==> src/rtl/i2c_bus_conditioner_if.sv <==
// i2c_bus_conditioner_if: raw pad inputs and conditioned bus outputs of the I2C front-end
interface i2c_bus_conditioner_if;
  logic scl_i;
  logic sda_i;
  logic scl_o;
  logic sda_o;
  logic scl_rise_o;
  logic scl_fall_o;
  logic start_o;
  logic stop_o;
  logic bus_busy_o;
  logic timeout_o;
  modport slave (
    input  scl_i, sda_i,
    output scl_o, sda_o, scl_rise_o, scl_fall_o, start_o, stop_o, bus_busy_o, timeout_o
  );
  modport master (
    output scl_i, sda_i,
    input  scl_o, sda_o, scl_rise_o, scl_fall_o, start_o, stop_o, bus_busy_o, timeout_o
  );
endinterface

==> src/rtl/i2c_bus_conditioner.sv <==
// i2c_bus_conditioner: sync + glitch-filter SCL/SDA, edge/START/STOP strobes, busy flag and SCL-low timeout
module i2c_bus_conditioner #(
  parameter int SYNC_STAGES    = 2,
  parameter int FILTER_LEN     = 4,
  parameter int TIMEOUT_CYCLES = 1024
) (
  input logic                  clk_i,
  input logic                  reset_i,
  i2c_bus_conditioner_if.slave bus
);
  localparam int TW = $clog2(TIMEOUT_CYCLES) + 1;
  typedef enum logic {IDLE, BUSY} state_e;
  state_e                       state_q, state_d;
  logic [1:0][SYNC_STAGES-1:0]  sync_q;
  logic [1:0][3:0]              flt_cnt_q, flt_cnt_d;
  logic [1:0]                   line_q, line_d;
  logic [TW-1:0]                to_cnt_q, to_cnt_d;
  logic                         scl_rise_q, scl_fall_q, start_q, stop_q, timeout_q;
  logic                         scl_hold, start_c, stop_c, counting, tmo_c;
  // index 0 is SCL, index 1 is SDA throughout
  always_comb begin
    line_d    = line_q;
    flt_cnt_d = '0;
    for (int i = 0; i < 2; i++) begin
      line_d[i]    = (sync_q[i][SYNC_STAGES-1] != line_q[i] && flt_cnt_q[i] == 4'(FILTER_LEN-1))
                     ? sync_q[i][SYNC_STAGES-1] : line_q[i];
      flt_cnt_d[i] = (sync_q[i][SYNC_STAGES-1] == line_q[i] || flt_cnt_q[i] == 4'(FILTER_LEN-1))
                     ? 4'd0 : flt_cnt_q[i] + 4'd1;
    end
    scl_hold = line_q[0] & line_d[0];
    start_c  = scl_hold & line_q[1] & ~line_d[1];
    stop_c   = scl_hold & ~line_q[1] & line_d[1];
    counting = (state_q == BUSY) & ~line_q[0];
    tmo_c    = counting & ~start_c & ~stop_c & (to_cnt_q == TW'(TIMEOUT_CYCLES-1));
    state_d  = stop_c ? IDLE : start_c ? BUSY : tmo_c ? IDLE : state_q;
    to_cnt_d = (counting & ~start_c & ~tmo_c) ? to_cnt_q + TW'(1) : '0;
  end
  always_ff @(posedge clk_i) begin
    if (!reset_i) begin
      sync_q     <= '1;
      line_q     <= '1;
      flt_cnt_q  <= '0;
      to_cnt_q   <= '0;
      state_q    <= IDLE;
      scl_rise_q <= 1'b0;
      scl_fall_q <= 1'b0;
      start_q    <= 1'b0;
      stop_q     <= 1'b0;
      timeout_q  <= 1'b0;
    end else begin
      sync_q     <= {sync_q[1][SYNC_STAGES-2:0], bus.sda_i, sync_q[0][SYNC_STAGES-2:0], bus.scl_i};
      line_q     <= line_d;
      flt_cnt_q  <= flt_cnt_d;
      to_cnt_q   <= to_cnt_d;
      state_q    <= state_d;
      scl_rise_q <= ~line_q[0] & line_d[0];
      scl_fall_q <= line_q[0] & ~line_d[0];
      start_q    <= start_c;
      stop_q     <= stop_c;
      timeout_q  <= tmo_c;
    end
  end
  assign bus.scl_o      = line_q[0];
  assign bus.sda_o      = line_q[1];
  assign bus.scl_rise_o = scl_rise_q;
  assign bus.scl_fall_o = scl_fall_q;
  assign bus.start_o    = start_q;
  assign bus.stop_o     = stop_q;
  assign bus.bus_busy_o = (state_q == BUSY);
  assign bus.timeout_o  = timeout_q;
endmodule

==> src/flat_wrapper.sv <==
// flat-port wrapper written by rule: the top's interface ports become plain ports
module i2c_bus_conditioner_flat 
#(
  parameter int SYNC_STAGES    = 2,
  parameter int FILTER_LEN     = 4,
  parameter int TIMEOUT_CYCLES = 1024
)
  (clk_i, reset_i, bus_scl_i, bus_sda_i, bus_scl_o, bus_sda_o, bus_scl_rise_o, bus_scl_fall_o, bus_start_o, bus_stop_o, bus_bus_busy_o, bus_timeout_o);
  i2c_bus_conditioner_if bus_i ();
  input logic clk_i;
  input logic reset_i;
  input wire logic [$bits(bus_i.scl_i)-1:0] bus_scl_i;
  input wire logic [$bits(bus_i.sda_i)-1:0] bus_sda_i;
  output wire logic [$bits(bus_i.scl_o)-1:0] bus_scl_o;
  output wire logic [$bits(bus_i.sda_o)-1:0] bus_sda_o;
  output wire logic [$bits(bus_i.scl_rise_o)-1:0] bus_scl_rise_o;
  output wire logic [$bits(bus_i.scl_fall_o)-1:0] bus_scl_fall_o;
  output wire logic [$bits(bus_i.start_o)-1:0] bus_start_o;
  output wire logic [$bits(bus_i.stop_o)-1:0] bus_stop_o;
  output wire logic [$bits(bus_i.bus_busy_o)-1:0] bus_bus_busy_o;
  output wire logic [$bits(bus_i.timeout_o)-1:0] bus_timeout_o;
  assign bus_i.scl_i = bus_scl_i;
  assign bus_i.sda_i = bus_sda_i;
  assign bus_scl_o = bus_i.scl_o;
  assign bus_sda_o = bus_i.sda_o;
  assign bus_scl_rise_o = bus_i.scl_rise_o;
  assign bus_scl_fall_o = bus_i.scl_fall_o;
  assign bus_start_o = bus_i.start_o;
  assign bus_stop_o = bus_i.stop_o;
  assign bus_bus_busy_o = bus_i.bus_busy_o;
  assign bus_timeout_o = bus_i.timeout_o;
  i2c_bus_conditioner #(.SYNC_STAGES(SYNC_STAGES), .FILTER_LEN(FILTER_LEN), .TIMEOUT_CYCLES(TIMEOUT_CYCLES)) u_core (.clk_i(clk_i), .reset_i(reset_i), .bus(bus_i));
endmodule
==> config.mk <==
export PLATFORM = sky130hd
export DESIGN_NAME = i2c_bus_conditioner_flat
export DESIGN_NICKNAME = d
export VERILOG_FILES = /design/src/rtl/i2c_bus_conditioner_if.sv /design/src/rtl/i2c_bus_conditioner.sv /design/src/flat_wrapper.sv
export SDC_FILE = /design/constraint.sdc
export NUM_CORES = 1
export LEC_CHECK = 0
export BUFFER_PORTS_ARGS = -buffer_cell sky130_fd_sc_hd__buf_2
export CORE_AREA = 2 2 73 75
export DETAILED_ROUTE_END_ITERATION = 8
export DIE_AREA = 0 0 75 77
export SLEW_MARGIN = 10
export SYNTH_ARGS = -nofsm -noshare
export SYNTH_HDL_FRONTEND = slang
export SYNTH_SLANG_ARGS = --single-unit
export TNS_END_PERCENT = 30
==> constraint.sdc <==
create_clock -name clk_i -period 2.2 [get_ports clk_i]
set_clock_uncertainty 0.05 [all_clocks]
set_input_delay 0.22 -clock clk_i [delete_from_list [all_inputs] [get_ports clk_i]]
set_output_delay 0.22 -clock clk_i [all_outputs]
set_load 0.05 [all_outputs]
==> results of run 1 <==
==> path summary, 6_finish.rpt <==
check	start	endpoint	slack [ns]	cells after the start
setup / recovery	u_core.flt_cnt_q[4]	u_core.bus.bus_busy_o	0.54	5
hold reg to reg	u_core.sync_q[0]	u_core.sync_q[1]	0.36	1
hold / removal	bus_scl_i	u_core.sync_q[0]	0.07	2
setup reg to reg	u_core.flt_cnt_q[4]	u_core.bus.bus_busy_o	0.54	5
==> through the flow <==
stage	hold slack (ns)	util (%)	instance area, sq um
global placement	0.3391	27.22	1355
finish	0.06708	29.24	1455
floorplan	0.2430	-	1216
global route	0.07480	29.24	1455
CTS	0.06474	29.24	1455
detailed placement	0.3441	27.22	1355
==> registers in the layout, summed over array words and instances (netlist names) <==
register and count:
u_core.bus.start_o 1, u_core.bus.scl_fall_o 1, u_core.bus.bus_busy_o 1, u_core.line_q 2, u_core.bus.stop_o 1, u_core.bus.scl_rise_o 1, u_core.sync_q 4, u_core.bus.timeout_o 1
u_core.to_cnt_q 11, u_core.flt_cnt_q 8
==> report_power, final <==
group / switching, mW / internal (mW)
sequential: 0.00314 / 0.566
combinational: 0.00763 / 0.00635
clock: 0.199 / 0.285
==> metal layers <==
| metal | vias up | GRT usage, % | wire (um) |
|---|---|---|---|
| li1 | 436 | - | - |
| met2 | 16 | 10.61 | 817 |
| met1 | 375 | 8.894 | 905 |
| met5 | - | 0 | 0 |
| met3 | 4 | 5.388 | 131 |
| met4 | 0 | 4.821 | 42 |
==> kinds of logic (layout without fill, tap and decap cells) <==
logic type	Yosys count	in the layout	share of synthesized area [%]
flops	31	31	51.03
simple gates	61	61	29.43
mux	1	1	0.8231
xor+xnor	14	14	10.08
fa+ha+maj	3	3	3.087
buf+inv	5	23	1.543
compound gates	6	6	4.013
==> cell usage after synthesis (all sizes together) <==
cell type / n / area share, %
and2: 1 / 0.51
nand4: 4 / 2.1
clkbuf: 1 / 0.31
or3b: 1 / 0.93
a21oi: 1 / 0.41
dfxtp: 31 / 51
o211ai: 1 / 0.62
mux2i: 1 / 0.82
nor2b: 4 / 2.3
o21bai: 1 / 1.5
ha: 3 / 3.1
o31ai: 1 / 0.62
xnor2: 8 / 5.8
xor2: 6 / 4.3
and3: 5 / 2.6
nand2: 7 / 2.2
inv: 4 / 1.2
nor4b: 2 / 3.9
nor3: 2 / 0.82
and4: 2 / 1.4
o21ai: 2 / 0.82
nand2b: 5 / 2.6
nor2: 21 / 6.5
nand3: 5 / 2.1
nor3b: 2 / 1.6
==> layout make-up <==
type	count	area share [%]
Clock buffer	8	6.879
Sequential cell	31	42.65
Multi-Input combinational cell	85	39.64
Timing Repair Buffer	11	3.783
Tap cell	70	6.019
Inverter	4	1.032
==> worst max-delay path: cells and delay by family (launching register included) <==
kind | cells | cell delay (ns)
DFF | 1 | 0.35
and+or+nand+nor | 2 | 0.68
AOI/OAI and AO/OA | 1 | 0.08
muxes | 1 | 0.21
adders and majority gates | 1 | 0.18
==> run metrics, run 1 <==
status finished clean; Max H-tree Level 2; Seq/Total Area, Yosys roughly 50%; remaining antenna violation count 0; Avg Inst Size Synth 10.05 sq um; synth unique cells 27; P_leak 0.5481 nW; Final min period between 1.5 and 2 ns; FP Rows 26; gr usage total approximately 7.9%; largest net degree at the start of global routing 14; Hold Crit Class input port to flip-flop; CORE AREA 4977 sq um; Area Overhead vs Synth 19.65%; Die Wd between 70 and 80 um; Cell Chain, Critical Path ha_1, or3b_4, nor3b_2, mux2i_1, a21oi_1; Setup TNS 0 ns; Critical Path AT around 1.8 ns; Initial Util between 20% and 30%; via count ~830; Total Power 1.067 mW; RSZ-0062 raised after global routing no; RD Place Congestion between 0.7 and 0.8; worst slew pin tran around 0.39 ns; syn nets approximately 130; synthesized cell area approximately 1200 sq um; clk_lat worst skew 0.28 ns; Synthesis Warnings 0; CTS Sinks 31; die height 77 um; CTS tree yes; PnR worst setup slack ~0.54 ns; register area around 620 sq um; Setup Viol. Count Final 0; hold bufs inserted after CTS 0; vias in the first global route about 750; period utilisation layout roughly 75%; CTS max path bufs 2; total placed cells including tap cells about 200; share of cells above drive strength 1 roughly 17%; most common cell after layout, fill and taps aside dfxtp_1; worst path required time 2.31 ns; startpoint types flip-flop; Max FO, Critical Path 5; max_cap viols 0; fin. max-slew vios 0; pwr dens about 730 nW/um^2; flops & latches, synth 31; Final Hold Violating Endpoints 0; detailed placement HPWL roughly 1400 um; initial antenna violation count 0; CP endpoint kind flip-flop; first-pass GRT wire length roughly 3300 um; dpl ws ~0.54 ns; CP peak stage delay 0.43 ns; f_max a little over 600 MHz; Antenna Cells 0; clock-pin slew of the registers on the worst-case setup and hold paths 0.06 ns; Iter 0 DRT Violations 26; DRC errors left 0; Slew HR between 70% and 80%; WL final around 1900 um; gr ovfl total 0; Nets 145; Syn Inst Count approximately 120; DRT Pass-1 Iters 4; commonest non-fill, non-tap cells in the layout dfxtp_1, nor2_1, buf_2; detailed-route wire length per cell 9.077 um; CTS root buf clkbuf_8; cts bufs inserted 5; post-CTS sizing 0; vias per std cell slightly below 4; kind of critical path flip-flop to flip-flop; area of the multi-input gates between 500 and 600 sq um; port buffer count 11; Fillers 523; Layout Cells excl Fill roughly 210; VDD IR max approximately 0.00018 V; Post-CTS Setup Inserts 0; # IOs 12; die area 5775 sq um; slowest CP cell or3b_4
No activity file was read; power rests on OpenSTA's default activity.
==> run 2, diff against run 1 <==
==> constraint.sdc (replaced) <==
create_clock -name clk_i -period 1.5 [get_ports clk_i]
set_clock_uncertainty 0.05 [all_clocks]
set_input_delay 0.15 -clock clk_i [delete_from_list [all_inputs] [get_ports clk_i]]
set_output_delay 0.15 -clock clk_i [all_outputs]
set_load 0.05 [all_outputs]
==> run 2 against run 1 <==
Against the previous run: the flow now finishes with violations (negative setup slack); utilization rose by 2.4 points; count of clock-buffer cells in the layout fell by 1; final cell count rose by 7.2%; register-to-register slack got worse by 0.65 ns; first-iteration DRC count rose by 46%; wire length rose by 6.4%; critical path type unchanged; critical endpoint is now u_core.to_cnt_q[8]; largest cell class unchanged.
==> run metrics, run 2 (synthesized netlist as in run 1, its figures left out) <==
status finished, violations left (was finished clean); failing checks negative setup slack; CP Capture Point u_core.to_cnt_q[8] (was u_core.bus.bus_busy_o); Final Hold Violating Endpoints 0 (unchanged); WL final 2018 um (was 1897 um); PnR worst setup slack -0.1031 ns (was 0.5442 ns); reg2reg end u_core.to_cnt_q[8] (was u_core.bus.bus_busy_o); gr usage total 8.145% (was 7.878%); Antenna Cells 0 (unchanged); Setup Viol. Count Final 11 (was 0); Setup TNS -0.9322 ns (was 0 ns); gr ovfl total 0 (unchanged); detailed placement HPWL 1502 um (was 1382 um); fin. max-slew vios 0 (unchanged); vias per std cell 3.875 (was 3.976); DRC errors left 0 (unchanged); P_leak 0.6169 nW (was 0.5481 nW); Max FO, Critical Path 10 (was 5); Hold Crit Class input port to flip-flop (unchanged); commonest non-fill, non-tap cells in the layout dfxtp_1, nor2_1, buf_4 (was dfxtp_1, nor2_1, buf_2); Slew HR 79.43% (was 73.76%); Total Power 1.469 mW (was 1.067 mW); via count 868 (was 831); CORE AREA 4977 sq um (unchanged); max_cap viols 0 (unchanged); Final Cell Area 1573 sq um (was 1455 sq um); detailed-route wire length per cell 9.009 um (was 9.077 um); CTS root buf clkbuf_8 (unchanged); die height 77 um (unchanged); worst slew pin tran 0.3082 ns (was 0.3920 ns); Critical Path AT 1.77 ns (about the same); port buffer count 11 (unchanged); Fillers 510 (was 523); RD Place Congestion 0.7346 (was 0.7137); vias in the first global route 783 (was 749); FF-to-FF Start u_core.flt_cnt_q[5] (was u_core.flt_cnt_q[4]); pwr dens 934.0 nW/um^2 (was 733.5 nW/um^2); RSZ-0062 raised after global routing yes (was no); FP Rows 26 (unchanged); Top Registers u_core.to_cnt_q: 11 flops, u_core.flt_cnt_q: 8 flops, u_core.sync_q: 4 flops (unchanged); Initial Util 24.43% (unchanged); cts bufs inserted 5 (unchanged); CTS tree yes (unchanged); startpoint types flip-flop (unchanged); Top reg by flops u_core.to_cnt_q (unchanged); Area Overhead vs Synth 29.32% (was 19.65%); share of cells above drive strength 1 27.27% (was 17.27%); Iter 0 DRT Violations 38 (was 26); f_max 623.8 MHz (was 603.9 MHz); initial antenna violation count 0 (unchanged); Final Util 31.60% (was 29.24%); CTS Sinks 31 (unchanged); kind of critical path flip-flop to flip-flop (unchanged); Max H-tree Level 2 (unchanged); clk_lat worst skew 0.28 ns (about the same); # IOs 12 (unchanged); clock-pin slew of the registers on the worst-case setup and hold paths 0.06 ns (about the same); die area 5775 sq um (unchanged); most common cell after layout, fill and taps aside dfxtp_1 (unchanged); Final min period 1.603 ns (was 1.656 ns); largest net degree at the start of global routing 13 (was 14); period utilisation layout 106.9% (was 75.27%); R2R cell count 5 (unchanged); r2r setup slk -0.10 ns (was 0.54 ns); VDD IR max 0.0002928 V (was 0.0001850 V); CTS max path bufs 2 (unchanged); CP endpoint kind flip-flop (unchanged); Die Wd 75 um (unchanged); DRT Pass-1 Iters 4 (unchanged); first-pass GRT wire length 3463 um (was 3291 um); remaining antenna violation count 0 (unchanged); Crit. Startpoint u_core.flt_cnt_q[5] (was u_core.flt_cnt_q[4]); Nets 160 (was 145); max reg flops 11 (unchanged); worst path required time 1.67 ns (was 2.31 ns); placed cell areas 1489 sq um (was 1355 sq um)
[run 2: changes by cell type in the layout (fill, tap and decap cells not counted)]
cell	previous run	this run
nor3b_2	1	0
dfxtp_1	31	29
clkinv_2	0	1
buf_4	0	15
ha_4	0	1
clkbuf_1	1	2
nor3b_4	0	1
nor2_2	0	1
clkbuf_8	7	5
ha_1	3	2
nor2_1	21	20
dfxtp_2	0	2
[run 2: timing repair]
item,CTS,global route
hold buffers,0,0
setup endpoints to repair,11,12
setup buffers,0,0
pin swaps,5,0
gates resized for setup,0,1
[run 2: cell type report]
cell class / count / area (sq um) / share of cell area, %
Inverter: 4 / 15.01 / 0.9547
Clock buffer: 7 / 76.32 / 4.853
Sequential cell: 31 / 623.1 / 39.62
Tap cell: 70 / 87.58 / 5.569
Multi-Input combinational cell: 85 / 598.1 / 38.03
Timing Repair Buffer: 26 / 167.7 / 10.66
Clock inverter: 1 / 5.005 / 0.3182
[run 2: metal layers]
metal	up-vias	wire length, um	share of wire (%)	global-route usage [%]
met2	15	841	42	10.96
li1	469	-	-	-
met1	379	1003	50	10.03
met4	0	61	3.0	5.357
met3	5	111	5.5	3.942
met5	-	0	0	0
[run 2: where the power goes]
part	switching, mW	total, mW	internal, mW
clock	0.284	0.609	0.325
sequential	0.00455	0.835	0.830
combinational	0.0126	0.0254	0.0129
total	0.301	1.47	1.17
[run 2: worst max-delay path, cell delays in order, from the launching register on]
cell and delay [ns]:
dfxtp_2 0.35, ha_4 0.13, or3b_4 0.42, nor4b_4 0.30, o21bai_4 0.17, nor2_1 0.12
[run 2: worst min-delay path by stage]
stage               from          endpoint  slack (ns)  cells after the start
2_1_floorplan    reset_i  u_core.sync_q[1]        0.17                      1
3_5_place_dp   bus_scl_i  u_core.sync_q[0]        0.29                      2
4_1_cts        bus_scl_i  u_core.sync_q[0]       0.006                      2
5_1_grt        bus_sda_i  u_core.sync_q[2]        0.02                      2
3_3_place_gp   bus_sda_i  u_core.sync_q[2]        0.28                      2
6_report       bus_scl_i  u_core.sync_q[0]       0.009                      2
[run 2: stage by stage]
step | hold slack [ns] | setup WS (ns) | std cells
6_report | 0.008896 | -0.1031 | 224
5_1_grt | 0.02212 | -0.1588 | 224
4_1_cts | 0.005649 | -0.1218 | 224
3_5_place_dp | 0.2933 | -0.1202 | 216
3_3_place_gp | 0.2825 | -0.08133 | 216
2_1_floorplan | 0.1730 | -0.03823 | 121
==> run 3, diff against run 2 <==
--- a/config.mk
+++ b/config.mk
@@ -5,6 +5,7 @@
 export SDC_FILE = /design/constraint.sdc
 export NUM_CORES = 1
 export LEC_CHECK = 0
+export ABC_AREA = 1
 export BUFFER_PORTS_ARGS = -buffer_cell sky130_fd_sc_hd__buf_2
 export CORE_AREA = 2 2 73 75
 export DETAILED_ROUTE_END_ITERATION = 8
==> run 3 against run 2 <==
Against the previous run: the flow now finishes without violations; die area unchanged; first-iteration DRC count rose by 24%; flip-flop and latch count stayed put; sequential share of layout area is 2.6 points higher; worst hold slack better by 0.069 ns; count of clock-buffer cells in the layout rose by 1; synthesized cell count rose by 17%; via count up 0.92%; combinational power shrank 4%; final cell count up 3.6%; global-route usage rose by 0.39 points; largest cell class unchanged; highest routed layer unchanged.
==> run metrics, run 3 <==
Levels on crit path 7 (was 5); hold bufs inserted after CTS 2 (was 0); CP Capture Point u_core.to_cnt_q[9] (was u_core.to_cnt_q[8]); first-pass GRT wire length 3608 um (was 3463 um); f_max 743.5 MHz (was 623.8 MHz); Setup TNS 0 ns (was -0.9322 ns); Nets 168 (was 160); gr usage total 8.540% (was 8.145%); Crit. Startpoint u_core.to_cnt_q[0] (was u_core.flt_cnt_q[5]); FF-to-FF Start u_core.to_cnt_q[0] (was u_core.flt_cnt_q[5]); WL final 1964 um (was 2018 um); share of cells above drive strength 1 19.75% (was 27.27%); Synthesis Warnings 0 (unchanged); Top FF cell, synth dfxtp_1 (unchanged); kind of critical path flip-flop to flip-flop (unchanged); reg2reg end u_core.to_cnt_q[9] (was u_core.to_cnt_q[8]); worst slew pin tran 0.3535 ns (was 0.3082 ns); Top reg by flops u_core.to_cnt_q (unchanged); Post-CTS Setup Inserts 0 (unchanged); slowest CP cell dfxtp_1 (was or3b_4); Initial Util 24.31% (was 24.43%); worst path required time 1.63 ns (was 1.67 ns); Fillers 520 (was 510); Final Hold Violating Endpoints 0 (unchanged); cts bufs inserted 5 (unchanged); period utilisation layout 89.66% (was 106.9%); total placed cells including tap cells 222 (was 216); most common cell after layout, fill and taps aside dfxtp_1 (unchanged); clock-pin slew of the registers on the worst-case setup and hold paths 0.06 ns (about the same); via count 876 (was 868); Critical Path AT 1.47 ns (was 1.77 ns); synthesized cell area 1210 sq um (was 1216 sq um); Final Cell Area 1469 sq um (was 1573 sq um); CTS tree yes (unchanged); die area 5775 sq um (unchanged); post-CTS sizing 0 (unchanged); CTS max path bufs 2 (unchanged); leading area contributor after synthesis dfxtp_1 (unchanged); Iter 0 DRT Violations 47 (was 38); Layout Cells excl Fill 232 (was 224); synth cell count leaders dfxtp_1, nor2_1, nand2_1 (was dfxtp_1, nor2_1, xnor2_1); VDD IR max 0.0004619 V (was 0.0002928 V); CTS Sinks 31 (unchanged); max_cap viols 0 (unchanged); flops & latches, synth 31 (unchanged); Hold Crit Class input port to flip-flop (unchanged); detailed-route wire length per cell 8.466 um (was 9.009 um); R2R cell count 7 (was 5); # IOs 12 (unchanged); ys async rst share 0% (unchanged); detailed placement HPWL 1404 um (was 1502 um); largest net degree at the start of global routing 12 (was 13); vias per std cell 3.776 (was 3.875); top cells by area, synth dfxtp_1, nor2_1, nand2_1, xor2_1, inv_1 (was dfxtp_1, nor2_1, xnor2_1, xor2_1, nor4b_4); syn nets 148 (was 128); r2r setup slk 0.16 ns (was -0.10 ns); Post-synth EDFFs 0 (unchanged); synth unique cells 23 (was 27); CP bufs+invs 1 (was 0); vias in the first global route 871 (was 783); remaining antenna violation count 0 (unchanged); Max H-tree Level 2 (unchanged); Top Registers u_core.to_cnt_q: 11 flops, u_core.flt_cnt_q: 8 flops, u_core.sync_q: 4 flops (unchanged); RD Place Congestion 0.7096 (was 0.7346); Seq/Total Area, Yosys 51.29% (was 51.03%); CP endpoint kind flip-flop (unchanged); DRC errors left 0 (unchanged); share of Yosys cell area claimed by the top area cell type 51.29% (was 51.03%); Area Overhead vs Synth 21.41% (was 29.32%); Final min period 1.345 ns (was 1.603 ns); CTS root buf clkbuf_8 (unchanged); max reg flops 11 (unchanged); Setup Viol. Count Final 0 (was 11); P_leak 0.6107 nW (was 0.6169 nW); initial antenna violation count 0 (unchanged); Final Util 29.51% (was 31.60%); die height 77 um (unchanged); clk_lat worst skew 0.28 ns (about the same); most common cell in the synthesized netlist dfxtp_1 (unchanged); placed cell areas 1349 sq um (was 1489 sq um); Antenna Cells 0 (unchanged); fin. max-slew vios 0 (unchanged); CP peak stage delay 0.35 ns (was 0.42 ns); port buffer count 11 (unchanged); status finished clean (was finished, violations left); CORE AREA 4977 sq um (unchanged); CP top delay family simple AND/OR/NAND/NOR gates (unchanged); pwr dens 1073 nW/um^2 (was 934.0 nW/um^2); gr ovfl total 0 (unchanged); commonest non-fill, non-tap cells in the layout dfxtp_1, nor2_1, nand2_1 (was dfxtp_1, nor2_1, buf_4); Max FO, Critical Path 11 (was 10); Syn Inst Count 141 (was 121); FP Rows 26 (unchanged); Die Wd 75 um (unchanged); startpoint types flip-flop (unchanged); RSZ-0062 raised after global routing no (was yes); DRT Pass-1 Iters 4 (unchanged); Slew HR 76.33% (was 79.43%); Cell Chain, Critical Path ha_1, nand2_2, nor2_4, nand4_1, nand3_1, buf_4, nor2_1 (was ha_4, or3b_4, nor4b_4, o21bai_4, nor2_1); Avg Inst Size Synth 8.581 sq um (was 10.05 sq um); Total Power 1.576 mW (was 1.469 mW)
==> run 3: metrics by stage <==
step                setup WS, ns  hold WS [ns]
floorplan                0.08508        0.2066
global placement          0.1371        0.2849
detailed placement        0.1499        0.2881
CTS                       0.1485       0.06821
global route             0.02410       0.08911
finish                    0.1550       0.07829
==> run 3: layer usage <==
| metal | GRT usage, % | vias up | wire [um] |
|---|---|---|---|
| li1 | - | 482 | - |
| met1 | 9.968 | 369 | 904 |
| met2 | 11.67 | 17 | 868 |
| met3 | 3.811 | 8 | 115 |
| met4 | 6.964 | 0 | 76 |
| met5 | 0 | - | 0 |
==> run 3: power by group <==
part | switching (mW) | internal [mW]
Sequential | 0.00286 | 0.830
Combinational | 0.0123 | 0.0122
Clock | 0.301 | 0.418
Total | 0.316 | 1.26
==> run 3: cell families after synthesis <==
kind of cell,after synthesis,share of synthesized area (%)
AOI/OAI and AO/OA,10,4.549
buffers and inverters,17,5.894
DFF,31,51.29
xor gates and xnor gates,10,7.239
and+or+nand+nor,70,27.92
adders and majority gates,3,3.103
==> run 3: worst min path at each step <==
stage	startpoint	endpoint	slack, ns	cells after the start
6_report	reset_i	u_core.line_q[0]	0.08	2
5_1_grt	reset_i	u_core.bus.timeout_o	0.09	3
4_1_cts	reset_i	u_core.line_q[0]	0.07	2
3_5_place_dp	bus_scl_i	u_core.sync_q[0]	0.29	2
3_3_place_gp	bus_scl_i	u_core.sync_q[0]	0.28	2
2_1_floorplan	bus_scl_i	u_core.sync_q[0]	0.21	1
==> run 3: layout make-up <==
cell class | count | area [sq um] | area share, %
inverters | 16 | 60.06 | 4.089
clock buffers | 8 | 100.1 | 6.814
well taps | 70 | 87.58 | 5.963
flip-flops and latches | 31 | 620.6 | 42.25
multi-input cells | 93 | 518.0 | 35.26
repair buffers | 14 | 82.58 | 5.622
